<file path="src/rtl/layer7_pkg.sv">
// Shared definitions for the layer-7 controller: FSM state encoding and
// default layer dimensions.
package layer7_pkg;

  localparam int unsigned DEF_NUM_BEATS = 16;
  localparam int unsigned DEF_NUM_OUT   = 10;

  typedef enum logic [2:0] {
    IDLE  = 3'd0,
    CLEAR = 3'd1,
    RUN   = 3'd2,
    DRAIN = 3'd3,
    WRITE = 3'd4,
    DONE  = 3'd5
  } state_t;

endpackage

</file>
<file path="src/rtl/layer7_controller.sv">
// Sequencer for one fully-connected layer pass. For each output neuron it
// clears the accumulator, streams NUM_BEATS input/weight beats, waits one
// cycle for the last beat and the bias read, then writes the result.
//
// Ports:
//   clk, rst         clock, async active-low reset
//   start            run one layer pass (sampled only in IDLE)
//   busy, done       status; done is a single-cycle pulse
//   rd_en, in_addr,  input/weight buffer read strobe and addresses
//   w_addr
//   b_rd_en, b_addr  bias buffer read strobe and address
//   acc_clr, acc_en  datapath accumulator clear / accumulate
//   out_we, out_addr result capture strobe and neuron index
module layer7_controller
  import layer7_pkg::*;
#(
  parameter  int unsigned NUM_BEATS = DEF_NUM_BEATS,
  parameter  int unsigned NUM_OUT   = DEF_NUM_OUT,
  localparam int unsigned BEAT_W    = (NUM_BEATS > 1) ? $clog2(NUM_BEATS) : 1,
  localparam int unsigned W_W       = (NUM_BEATS * NUM_OUT > 1) ? $clog2(NUM_BEATS * NUM_OUT) : 1,
  localparam int unsigned OUT_W     = (NUM_OUT > 1) ? $clog2(NUM_OUT) : 1
) (
  input  logic              clk,
  input  logic              rst,
  input  logic              start,
  output logic              busy,
  output logic              done,
  output logic              rd_en,
  output logic [BEAT_W-1:0] in_addr,
  output logic [W_W-1:0]    w_addr,
  output logic              b_rd_en,
  output logic [OUT_W-1:0]  b_addr,
  output logic              acc_clr,
  output logic              acc_en,
  output logic              out_we,
  output logic [OUT_W-1:0]  out_addr
);

  state_t             state_q, state_d;
  logic [BEAT_W-1:0]  beat_q, beat_d;
  logic [OUT_W-1:0]   neuron_q, neuron_d;
  logic               beat_last, neuron_last;

  logic               busy_d, done_d, rd_en_d, b_rd_en_d;
  logic               acc_clr_d, out_we_d;
  logic [BEAT_W-1:0]  in_addr_d;
  logic [W_W-1:0]     w_addr_d;
  logic [OUT_W-1:0]   b_addr_d, out_addr_d;

  assign beat_last   = (beat_q == BEAT_W'(NUM_BEATS - 1));
  assign neuron_last = (neuron_q == OUT_W'(NUM_OUT - 1));

  // Next state and counters; outputs are decoded from the *next* state so
  // that, once registered, they line up with the state they belong to.
  always_comb begin
    state_d    = state_q;
    beat_d     = beat_q;
    neuron_d   = neuron_q;
    busy_d     = 1'b0;
    done_d     = 1'b0;
    rd_en_d    = 1'b0;
    b_rd_en_d  = 1'b0;
    acc_clr_d  = 1'b0;
    out_we_d   = 1'b0;
    in_addr_d  = '0;
    w_addr_d   = '0;
    b_addr_d   = '0;
    out_addr_d = '0;

    case (state_q)
      IDLE: begin
        if (start) begin
          state_d  = CLEAR;
          neuron_d = '0;
        end
      end
      CLEAR: begin
        state_d = RUN;
        beat_d  = '0;
      end
      RUN: begin
        // beat holds at its last value so it never wraps mid-pass
        if (beat_last) state_d = DRAIN;
        else           beat_d  = beat_q + BEAT_W'(1);
      end
      DRAIN: state_d = WRITE;
      WRITE: begin
        if (neuron_last) begin
          state_d = DONE;
        end else begin
          state_d  = CLEAR;
          neuron_d = neuron_q + OUT_W'(1);
        end
      end
      DONE:    state_d = IDLE;
      default: state_d = IDLE;
    endcase

    busy_d    = (state_d != IDLE);
    done_d    = (state_d == DONE);
    acc_clr_d = (state_d == CLEAR);
    rd_en_d   = (state_d == RUN);
    b_rd_en_d = (state_d == DRAIN);
    out_we_d  = (state_d == WRITE);
    if (rd_en_d) begin
      in_addr_d = beat_d;
      w_addr_d  = W_W'(neuron_d) * W_W'(NUM_BEATS) + W_W'(beat_d);
    end
    if (b_rd_en_d) b_addr_d   = neuron_d;
    if (out_we_d)  out_addr_d = neuron_d;
  end

  // State, counters and registered outputs. acc_en is rd_en delayed one
  // cycle to match the 1-cycle buffer read latency.
  always_ff @(posedge clk or negedge rst) begin
    if (!rst) begin
      state_q  <= IDLE;
      beat_q   <= '0;
      neuron_q <= '0;
      busy     <= 1'b0;
      done     <= 1'b0;
      rd_en    <= 1'b0;
      in_addr  <= '0;
      w_addr   <= '0;
      b_rd_en  <= 1'b0;
      b_addr   <= '0;
      acc_clr  <= 1'b0;
      acc_en   <= 1'b0;
      out_we   <= 1'b0;
      out_addr <= '0;
    end else begin
      state_q  <= state_d;
      beat_q   <= beat_d;
      neuron_q <= neuron_d;
      busy     <= busy_d;
      done     <= done_d;
      rd_en    <= rd_en_d;
      in_addr  <= in_addr_d;
      w_addr   <= w_addr_d;
      b_rd_en  <= b_rd_en_d;
      b_addr   <= b_addr_d;
      acc_clr  <= acc_clr_d;
      acc_en   <= rd_en;
      out_we   <= out_we_d;
      out_addr <= out_addr_d;
    end
  end

endmodule

</file>
<file path="config.mk">
export PLATFORM = sky130hd
export DESIGN_NAME = layer7_controller
export DESIGN_NICKNAME = d
export VERILOG_FILES = /design/src/rtl/layer7_pkg.sv /design/src/rtl/layer7_controller.sv
export SDC_FILE = /design/constraint.sdc
export NUM_CORES = 1
export LEC_CHECK = 0
export ABC_AREA = 1
export BUFFER_PORTS_ARGS = -buffer_cell sky130_fd_sc_hd__buf_4
export CORE_AREA = 5 5 58 60
export CTS_CLUSTER_DIAMETER = 200
export DETAILED_ROUTE_END_ITERATION = 16
export DIE_AREA = 0 0 63 65
export PLACE_DENSITY = 0.81
export SKIP_CTS_REPAIR_TIMING = 1
export SLEW_MARGIN = 40
export SYNTH_ARGS = -nofsm -noshare
export SYNTH_HDL_FRONTEND = slang
export SYNTH_SLANG_ARGS = --single-unit
</file>
<file path="constraint.sdc">
create_clock -name clk -period 1.5 [get_ports clk]
set_input_delay 0.15 -clock clk [delete_from_list [all_inputs] [get_ports clk]]
set_output_delay 0.15 -clock clk [all_outputs]
set_load 0.02 [all_outputs]
</file>
==> impl_metrics.tcl <==
set metrics [dict create \
    syn_area_um2 1388 \
    cts.sinks 34 \
    hold_viol 0 \
    setup_ws_ps 116.8 \
    p_sw_mw 1.293 \
    maxSlewHeadroom_pct 72.51 \
    seq_power_share_pct 42.1 \
    synth_flop_cell "dfrtp_1" \
    worstSkewPairLatency_ps 350 \
    wl_per_cell_um 12.88 \
    combinationalPowerShare_pct 40.5 \
    status "finished clean" \
    htree_levels 2 \
    diodes 0 \
    path_class "register to register" \
    fin_nets 178 \
    ys_types 20 \
    ys_warn_count 0 \
    fmax_ghz 0.7230 \
    ir_worst_vdd_v 0.0009489 \
    yosys.area.top_type "dfrtp_1" \
    worstMarginPinSlew_ps 412.4 \
    startpoint_type "register" \
    track_usage_pct 15.27 \
    cp.buffers_inverters 1 \
    required_ps 1750 \
    endpoint_kind "register" \
    first_global_vias 1014 \
    max_cap_violations 0 \
    cts.path.max_buffers 2 \
    ys_top_cells_by_area "dfrtp_1 (61%), nand2_1 (6.8%), inv_1 (4.9%)" \
    ant_nets 0 \
    cp_top_family "simple AND/OR/NAND/NOR gates" \
    crit_chain "ha_1, nand3_1, nand2_2, inv_2, nand2_1, nand2_1, nor2_1" \
    met3WireLength_um 187 \
    layout_min_cycle_time_ps 1383 \
    gp_congestion 0.8351 \
    cts_tree "done" \
    clock_power_share_pct 17.4 \
    vias_per_cell 4.932 \
    ys_ff_latch 34 \
    fin_skew_ps 13.11 \
    pre_cts_ws_ps 133.4 \
    ys_seq_area_share_pct 61.32 \
    max_stage_delay_ps 450 \
    setup_viol 0 \
    numCtsBuffers 5 \
    cp_common_cell "nand2_1" \
    async_flop_share_pct 100.0 \
    grt_max_degree 35 \
    synth-edff-count 0 \
    slew_viol_final 0 \
    io_buffers 29 \
    firstDrtPassIters 4 \
    drive_above_1_share_pct 33.53 \
    area_growth_pct 21.55 \
    path_clk_slew_ps 100 \
    syn_area_per_cell_um2 9.983 \
    finalWirelength_um 2654 \
    synthTopCellsByCount "dfrtp_1 (34), nand2_1 (25), inv_1 (18), nand3_1 (10), nor2_1 (10)" \
    dieArea_um2 4095 \
    synth_most_common_cell "dfrtp_1" \
    die_w_um 63 \
    drcViolationCount 0 \
    period_share_pct 92.21 \
    ios 30 \
    internal_power_mw 1.823 \
    initial_core_util_pct 48.22 \
    fp-row-count 20 \
    syn_inst 139 \
    syn_nets 145 \
    die_h_um 65 \
    met2_length_um 1353 \
    tns_ps 0 \
    drt-met1-wl_um 1069 \
    cts_root_buf "clkbuf_4" \
    switching_share_pct 41.50 \
    critPathArrivalTime_ps 1630 \
    p_leak_nw 0.9579 \
    gr-total-overflow 0 \
    critPathMaxFanout 5 \
    antenna_found_initial 0 \
    hp-class "input pin to register" \
    routed-via-count 1016 \
    rsz0062_at_grt "no" \
    worst_path_max_delay_cell "dfrtp_1" \
    power.density_nw_per_um2 1847 \
    coreArea_um2 2878 \
    yosysTopAreaCellShare_pct 61.32 \
    grt_pass1_wl_um 4705 \
    drt-initial-drc-count 28 \
    whs_ps 172.1 \
    top_layer_used "met4" \
    dpl.hpwl_um 1944 \
]
worst min-delay path, cell delays in order:
cell and delay [ps]:
buf_4 80, nand2_1 40, nand2_1 50, nand2_1 60
nand3_1 80, inv_1 30
cells in the final DEF (no fill, tap or decap), types with 4 or more instances in the layout:
master	n
nor2_1	10
inv_2	7
dfrtp_1	34
nand3_1	10
clkbuf_4	5
inv_1	18
nand2_2	4
a21oi_1	4
nor2_2	6
nand2_1	25
buf_4	29
per-stage QoR:
stage | std cells | power (mW) | cell area [um2] | util, %
after floorplan | 139 | 2.188 | 1388 | -
after global placement | 197 | 2.540 | 1617 | 56.17
after detailed placement | 197 | 2.594 | 1617 | 56.17
after CTS | 205 | 3.132 | 1677 | 58.26
after global routing | 206 | 3.359 | 1687 | 58.61
final | 206 | 3.116 | 1687 | 58.61
cells by family after synthesis:
| logic type | synth area share, % |
|---|---|
| buffers and inverters | 8.927 |
| adders and majority gates | 2.705 |
| and+or+nand+nor | 22.00 |
| DFF | 61.32 |
| AOI/OAI and AO/OA | 3.156 |
| xor gates and xnor gates | 1.894 |
layer usage:
metal / global-route usage [%] / vias to the layer above
met3: 7.972 / 5
met5: 0 / -
li1: - / 480
met1: 17.18 / 496
met2: 24.49 / 35
met4: 5.836 / 0
final timing paths:
kind,from,to,slack (ps),depth (start not counted)
max,neuron_q[0]$_DFF_PN0_,b_addr[3]$_DFF_PN0_,120,7
min,start,out_addr[3]$_DFF_PN0_,170,6
max reg2reg,neuron_q[0]$_DFF_PN0_,b_addr[3]$_DFF_PN0_,120,7
min reg2reg,rd_en$_DFF_PN0_,acc_en$_DFF_PN0_,380,0
max in group asynchronous,rst,out_we$_DFF_PN0_,930,2
min in group asynchronous,rst,state_q[0]$_DFF_PN0_,260,2
area by class of cell:
cell class | instances | area (um2)
clock buffers | 7 | 55.05
multi-input cells | 76 | 412.9
flip-flops and latches | 34 | 850.8
repair buffers | 30 | 227.7
clock inverters | 1 | 5.005
inverters | 25 | 93.84
fillers | 241 | 1191
well taps | 33 | 41.29
flip-flops by register name (all words and copies together), names as in the netlist:
| signal | flops |
|---|---|
| neuron_q | 4 |
| b_rd_en | 1 |
| out_addr | 4 |
| w_addr | 8 |
| acc_en | 1 |
| rd_en | 1 |
| done | 1 |
| b_addr | 4 |
| state_q | 3 |
| acc_clr | 1 |
| busy | 1 |
| out_we | 1 |
| beat_q | 4 |
power by group through the flow:
stage                     registers (mW)  logic, mW  clock network, mW
after global placement              1.31       1.23                  0
after floorplan                     1.45      0.736                  0
after detailed placement            1.33       1.27                  0
final                               1.31       1.26              0.541
after global routing                1.34       1.41              0.613
after CTS                           1.31       1.27              0.550
(Power assumes the default switching activity.)
